===== src/rtl/pipe_stage_chain_if.sv =====
// pipe_stage_chain_if: valid/ready/data stream bundle; master drives valid/data, slave drives ready
interface pipe_stage_chain_if #(
  parameter int WIDTH = 32
);
  logic             valid;
  logic             ready;
  logic [WIDTH-1:0] data;
  modport master (output valid, output data, input ready);
  modport slave (input valid, input data, output ready);
endinterface


===== src/rtl/pipe_stage_chain.sv =====
// pipe_stage_chain: elastic valid/ready register chain with bubble collapsing, flush and occupancy; PIPE_SKID_EN adds a registered-ready input skid slot
module pipe_stage_chain #(
  parameter int WIDTH = 32,
  parameter int DEPTH = 2
) (
  input  logic                        clk,
  input  logic                        rst,
  pipe_stage_chain_if.slave           up,
  pipe_stage_chain_if.master          dn,
  input  logic                        flush,
  output logic [$clog2(DEPTH+2)-1:0]  occupancy
);
  localparam int OW = $clog2(DEPTH+2);
  logic [DEPTH-1:0] v;
  logic [DEPTH-1:0] adv;
  logic [DEPTH-1:0] cv;
  logic [WIDTH-1:0] d [DEPTH];
  logic [WIDTH-1:0] cd [DEPTH];
  logic             src_v;
  logic [WIDTH-1:0] src_d;
  logic             push;
  logic             pop;
  // a stage may load whenever some stage between it and the output is empty, or the output drains
  for (genvar g = 0; g < DEPTH; g++) begin : g_adv
    assign adv[g] = !(&v[DEPTH-1:g]) | dn.ready;
  end
  // predecessor of stage 0 is the input side, of stage g the stage g-1
  if (DEPTH > 1) begin : g_chain
    assign cv = {v[DEPTH-2:0], src_v};
  end else begin : g_single
    assign cv = src_v;
  end
  assign cd[0] = src_d;
  for (genvar g = 1; g < DEPTH; g++) begin : g_cd
    assign cd[g] = d[g-1];
  end
`ifdef PIPE_SKID_EN
  logic             skid_v;
  logic             rdy;
  logic [WIDTH-1:0] skid_d;
  assign up.ready = rdy & !flush;
  assign push     = up.valid & up.ready;
  assign src_v    = skid_v | push;
  assign src_d    = skid_v ? skid_d : up.data;
  // a parked word always drains first; ready is registered off the slot's next state
  always_ff @(posedge clk or negedge rst)
    if (!rst) begin
      skid_v <= 1'b0;
      skid_d <= '0;
      rdy    <= 1'b0;
    end else begin
      skid_v <= !flush & (skid_v | push) & !adv[0];
      if (push & !adv[0]) skid_d <= up.data;
      rdy    <= !flush & !((skid_v | push) & !adv[0]);
    end
`else
  assign up.ready = adv[0] & !flush;
  assign push     = up.valid & up.ready;
  assign src_v    = up.valid;
  assign src_d    = up.data;
`endif
  assign dn.valid = v[DEPTH-1];
  assign dn.data  = d[DEPTH-1];
  assign pop      = dn.valid & dn.ready & !flush;
  // valid bits follow their predecessor on advance; flush empties the whole chain
  always_ff @(posedge clk or negedge rst)
    if (!rst) v <= '0;
    else v <= flush ? '0 : (adv & cv) | (~adv & v);
  // data loads only with a valid incoming word, so an emptied stage keeps stale contents
  always_ff @(posedge clk or negedge rst)
    if (!rst) for (int i = 0; i < DEPTH; i++) d[i] <= '0;
    else for (int i = 0; i < DEPTH; i++) if (adv[i] & cv[i]) d[i] <= cd[i];
  // occupancy tracks transfers in and out, so it always equals the held entry count
  always_ff @(posedge clk or negedge rst)
    if (!rst) occupancy <= '0;
    else occupancy <= flush ? '0 : occupancy + OW'(push) - OW'(pop);
endmodule

===== src/flat_wrapper.sv =====
// flat-port wrapper written by rule: the top's interface ports become plain ports
module pipe_stage_chain_flat 
#(
  parameter int WIDTH = 32,
  parameter int DEPTH = 2
)
  (clk, rst, flush, occupancy, up_valid, up_data, up_ready, dn_valid, dn_data, dn_ready);
  pipe_stage_chain_if #(.WIDTH(WIDTH)) up_i ();
  pipe_stage_chain_if #(.WIDTH(WIDTH)) dn_i ();
  input  logic clk;
  input  logic rst;
  input  logic flush;
  output logic [$clog2(DEPTH+2)-1:0] occupancy;
  input wire logic [$bits(up_i.valid)-1:0] up_valid;
  input wire logic [$bits(up_i.data)-1:0] up_data;
  output wire logic [$bits(up_i.ready)-1:0] up_ready;
  output wire logic [$bits(dn_i.valid)-1:0] dn_valid;
  output wire logic [$bits(dn_i.data)-1:0] dn_data;
  input wire logic [$bits(dn_i.ready)-1:0] dn_ready;
  assign up_i.valid = up_valid;
  assign up_i.data = up_data;
  assign up_ready = up_i.ready;
  assign dn_valid = dn_i.valid;
  assign dn_data = dn_i.data;
  assign dn_i.ready = dn_ready;
  pipe_stage_chain #(.WIDTH(WIDTH), .DEPTH(DEPTH)) u_core (.clk(clk), .rst(rst), .up(up_i), .dn(dn_i), .flush(flush), .occupancy(occupancy));
endmodule

===== config.mk =====
export PLATFORM = sky130hd
export DESIGN_NAME = pipe_stage_chain_flat
export DESIGN_NICKNAME = d
export VERILOG_FILES = /design/src/rtl/pipe_stage_chain_if.sv /design/src/rtl/pipe_stage_chain.sv /design/src/flat_wrapper.sv
export SDC_FILE = /design/constraint.sdc
export NUM_CORES = 1
export LEC_CHECK = 0
export CAP_MARGIN = 20
export CORE_MARGIN = 5
export CORE_UTILIZATION = 49
export CTS_BUF_LIST = sky130_fd_sc_hd__clkbuf_8
export CTS_CLUSTER_DIAMETER = 100
export CTS_CLUSTER_SIZE = 20
export DETAILED_ROUTE_END_ITERATION = 16
export HOLD_SLACK_MARGIN = 0.1
export PLACE_DENSITY_LB_ADDON = 0.1
export SLEW_MARGIN = 20
export SYNTH_ARGS = -nofsm -noshare
export SYNTH_HDL_FRONTEND = slang
export SYNTH_SLANG_ARGS = --single-unit
export TNS_END_PERCENT = 10

===== constraint.sdc =====
create_clock -name clk -period 2 [get_ports clk]
set_input_delay 0.5 -clock clk [delete_from_list [all_inputs] [get_ports clk]]
set_output_delay 0.5 -clock clk [all_outputs]
set_load 0.05 [all_outputs]

# After elaboration in Yosys (flattened, before gate mapping)
# Index checks and enable logic that the tools add are counted.
[classes]
bitwise = 12
n_mux = 2
add_sub_neg = 2
n_reduce_logical = 4
[op_table]
columns = ["cell", "n"]
rows = [
  ["AND 1 bit", 6],
  ["AND 2 bit", 2],
  ["2-to-1 mux 2 bit", 2],
  ["zero test 1 bit", 3],
  ["adder 2 x 1 -> 2 bit", 1],
  ["NOT 2 bit", 1],
  ["bitwise OR 1 bit", 2],
  ["bitwise OR 2 bit", 1],
  ["AND reduction 2 bit", 1],
  ["subtractor 2 x 1 -> 2 bit", 1],
]
[word_totals]
reg_bits = 68
inputBits = 37
output_inout_bits = 36
elab_cells = 24

# Logic depth before layout (Yosys ltp)
[logic_depth]
word_depth = 8
ltp_mapped = 8
mapped_depth_nobuf = 8

# Worst setup path after synthesis
# Ideal clock, no wire load.
[synth_timing]
path_kind = "register to output"
start = "register u_core.v[1]"
end = "output port up_ready"
required_ns = 1.500
n_path_buf = 0
path_slack_ns = -0.016
path_stages_with_launch = 3
arrival_ns = 1.516
cell_sequence = "dfrtp_1 and3b_2 nor2_1"
[synth_between]
elab_chain_cells = 4
[synth_rtl]
columns = ["item", "line", "source"]
rows = [
  ["start, declared", "pipe_stage_chain.sv:14", "logic [DEPTH-1:0] v;"],
  ["start signal, assigned", "pipe_stage_chain.sv:68", "else v <= flush ? '0 : (adv & cv) | (~adv & v);"],
  ["AND reduction 2 bit", "pipe_stage_chain.sv:25", "assign adv[g] = !(&v[DEPTH-1:g]) | dn.ready;"],
  ["zero test 1 bit", "pipe_stage_chain.sv:25", ""],
  ["bitwise OR 1 bit", "pipe_stage_chain.sv:25", ""],
  ["AND 1 bit", "pipe_stage_chain.sv:57", "assign up.ready = adv[0] & !flush;"],
  ["end, declared", "flat_wrapper.sv:16", "output wire logic [$bits(up_i.ready)-1:0] up_ready;"],
]
# No other way between the ends.

# Worst setup path after layout
[layout_timing]
start = "register u_core.d, in the netlist u_core.dn.data[7]"
end = "output port dn_data[7]"
[layout_rtl]
columns = ["item", "line", "source"]
rows = [
  ["start, declared", "pipe_stage_chain.sv:17", "logic [WIDTH-1:0] d [DEPTH];"],
  ["end, declared", "flat_wrapper.sv:18", "output wire logic [$bits(dn_i.data)-1:0] dn_data;"],
]
# No word-level cell between the ends.

==> metrics <==
final period utilization 97.8%; CP Capture Point dn_data[7]; initial antenna violation count 0; synthesized instance count 160; Fin. Hold Viols 0; layout cells sized above 1 45.2%; Nets 284; die height 85.1 µm; first drt pass iteration count 3; DP Worst Slack -210 ps; commonest non-fill, non-tap cells in the layout dfrtp_1 (68), clkdlybuf4s50_1 (36), mux2_2 (32); synth warn 0; final setup TNS 0 ps; GR Util All Layers 15.3%; crit-path max cell delay 800 ps; MaxCap Viol Count 0; met3 GRT Util 4.95%; Max Freq 511 MHz; global-route wire length before repair 8650 µm; critical path required time 1500 ps; Crit path buffers/inverters 1; Die X 85.1 µm; critical path peak fanout 2; clock period minus worst slack 1960 ps; Crit path depth 1; Leak 0.00183 µW; grt ovf 0; clock sink count 68; vias in the first global route 1775; Seq/Total Area, Yosys 61.6%; Avg WL per Cell 16.2 µm; Area growth, synth to finish 35.7%; Crit path max-delay family buffers and inverters; CORE AREA 0.00551 mm²; Post-DP HPWL 3730 µm; critical path arrival 1460 ps; Bufs on Longest Clock Path 2; clock latency on the worst-skew pair 320 ps; flops & latches, synth 68; crit end category primary output; root cell of the clock tree clkbuf_8; total CTS buffers 9; Post-Route Utilization 68.1%; met2 usage 26.0%; status finished, final reports clean; Crit-path slowest cell clkdlybuf4s50_1; Worst-path clk slew 70 ps; Antenna Nets Post-Route 0; drt first-iter violations 26; Reg-to-Reg Start u_core.v[0]; CTS tree yes; port bufs 72; Tot Pwr 3890 µW; Filler Cell Count 398; Site Rows 27; Remaining DRCs 0; Post-Syn Area 0.00276 mm²; Max Slew Vio Count 0; starting density of the core 50.2%; Peak VDD IR 548 µV; CP cell instances clkdlybuf4s50_1; Avg Vias per Cell 4.84; Avg Inst Size Synth 17.3 µm²; vias after detailed routing 1560; hold_buf cts 0; CP startpoint u_core.dn.data[7]; P per Cell Area 1040 mW/mm²; gpl congestion 0.778; H-tree depth 3; Hold/Removal Path Class in2async; Reg2Reg Setup Slack 400 ps; commonest non-fill, non-tap cell in the layout dfrtp_1; CP startpoint kind register; Die ar. 0.00724 mm²; grt peak-use layer met2; met1 Resource Use GR 17.6%; final setup fails 0; diode count 0; Distinct cells, synth 19; FF-to-FF End u_core.occupancy[1]; IO Count 73; final wirelength 5210 µm; worst r2r path cells 6; largest net degree at the start of global routing 69; Slew Limit Headroom 66.2%; worst-margin pin slew 506 ps; RSZ-0062 raised after global routing false; Syn Nets 199; Setup Skew 5.66 ps; fin worst setup slack 43.6 ps; worst setup path class reg2out
worst min path at each step:
| stage | from | end | slack [ps] | cells after the start |
|---|---|---|---|---|
| 6_report | rst | u_core.cd[17] | 200 | 2 |
| 5_1_grt | rst | u_core.cd[18] | 200 | 2 |
| 4_1_cts | rst | u_core.cd[18] | 200 | 2 |
| 3_5_place_dp | u_core.cd[0] | u_core.dn.data[0] | 490 | 1 |
| 3_3_place_gp | u_core.cd[0] | u_core.dn.data[0] | 460 | 1 |
| 2_1_floorplan | rst | u_core.cd[0] | 200 | 0 |
power breakdown:
| part | total, µW | switching [µW] | internal [µW] |
|---|---|---|---|
| sequential | 1710 | 115 | 1600 |
| combinational | 1270 | 754 | 512 |
| clock | 918 | 456 | 462 |
registers in the layout, summed over array words and instances, names as in the netlist:
| signal | count |
|---|---|
| u_core.cd | 32 |
| u_core.dn.data | 32 |
| u_core.v | 2 |
| u_core.occupancy | 2 |
final cells by class:
class	instances	area [µm²]	area share (%)
multi-input cells	82	966	25.8
clock inverters	6	25.0	0.667
well taps	72	90.1	2.40
flip-flops and latches	68	1700	45.4
repair buffers	82	822	21.9
inverters	2	7.51	0.200
clock buffers	10	138	3.67
Yosys cell counts:
master    number  area (µm²)
dfrtp_1       68        1700
mux2_2        32         360
mux2_4        30         450
nor2_1         7        26.3
buf_12         3        60.1
buf_4          3        22.5
ha_1           2        25.0
inv_1          2        7.51
mux2_1         2        22.5
nor2b_1        2        12.5
and3b_2        1        10.0
buf_6          1        11.3
clkbuf_2       1        5.00
nand2_1        1        3.75
nand2b_1       1        6.26
nand2b_4       1        13.8
nor3b_1        1        7.51
xnor2_1        1        8.76
xor2_1         1        8.76
cell families (layout without fill, tap and decap cells):
| kind of cell | after synthesis | after routing | share of synthesized area [%] |
|---|---|---|---|
| xor gates and xnor gates | 2 | 2 | 0.634 |
| adders and majority gates | 2 | 2 | 0.905 |
| buffers and inverters | 10 | 100 | 3.85 |
| DFF | 68 | 68 | 61.6 |
| muxes | 64 | 64 | 30.1 |
| and+or+nand+nor | 14 | 14 | 2.90 |
stage by stage:
step                hold slack [ps]  cell area [µm²]  std cells
CTS                             195             3720        321
floorplan                       204             2770        160
detailed placement              490             3560        305
finish                          198             3750        322
global placement                464             3560        305
global route                    200             3750        322
metal layers:
layer	up-vias	part of all wire, %	wire [µm]
li1	722	-	-
met1	784	41	2140
met2	48	51	2680
met3	6	6.6	343
met4	0	0.96	50
met5	-	0	0
what timing repair did:
action,in CTS,in global routing
gates resized for setup,4,8
endpoints found under the setup margin,4,9
endpoints found under the hold margin,0,0
pin swaps,0,1
setup buffers,0,1
No activity file was read; power rests on OpenSTA's default activity.
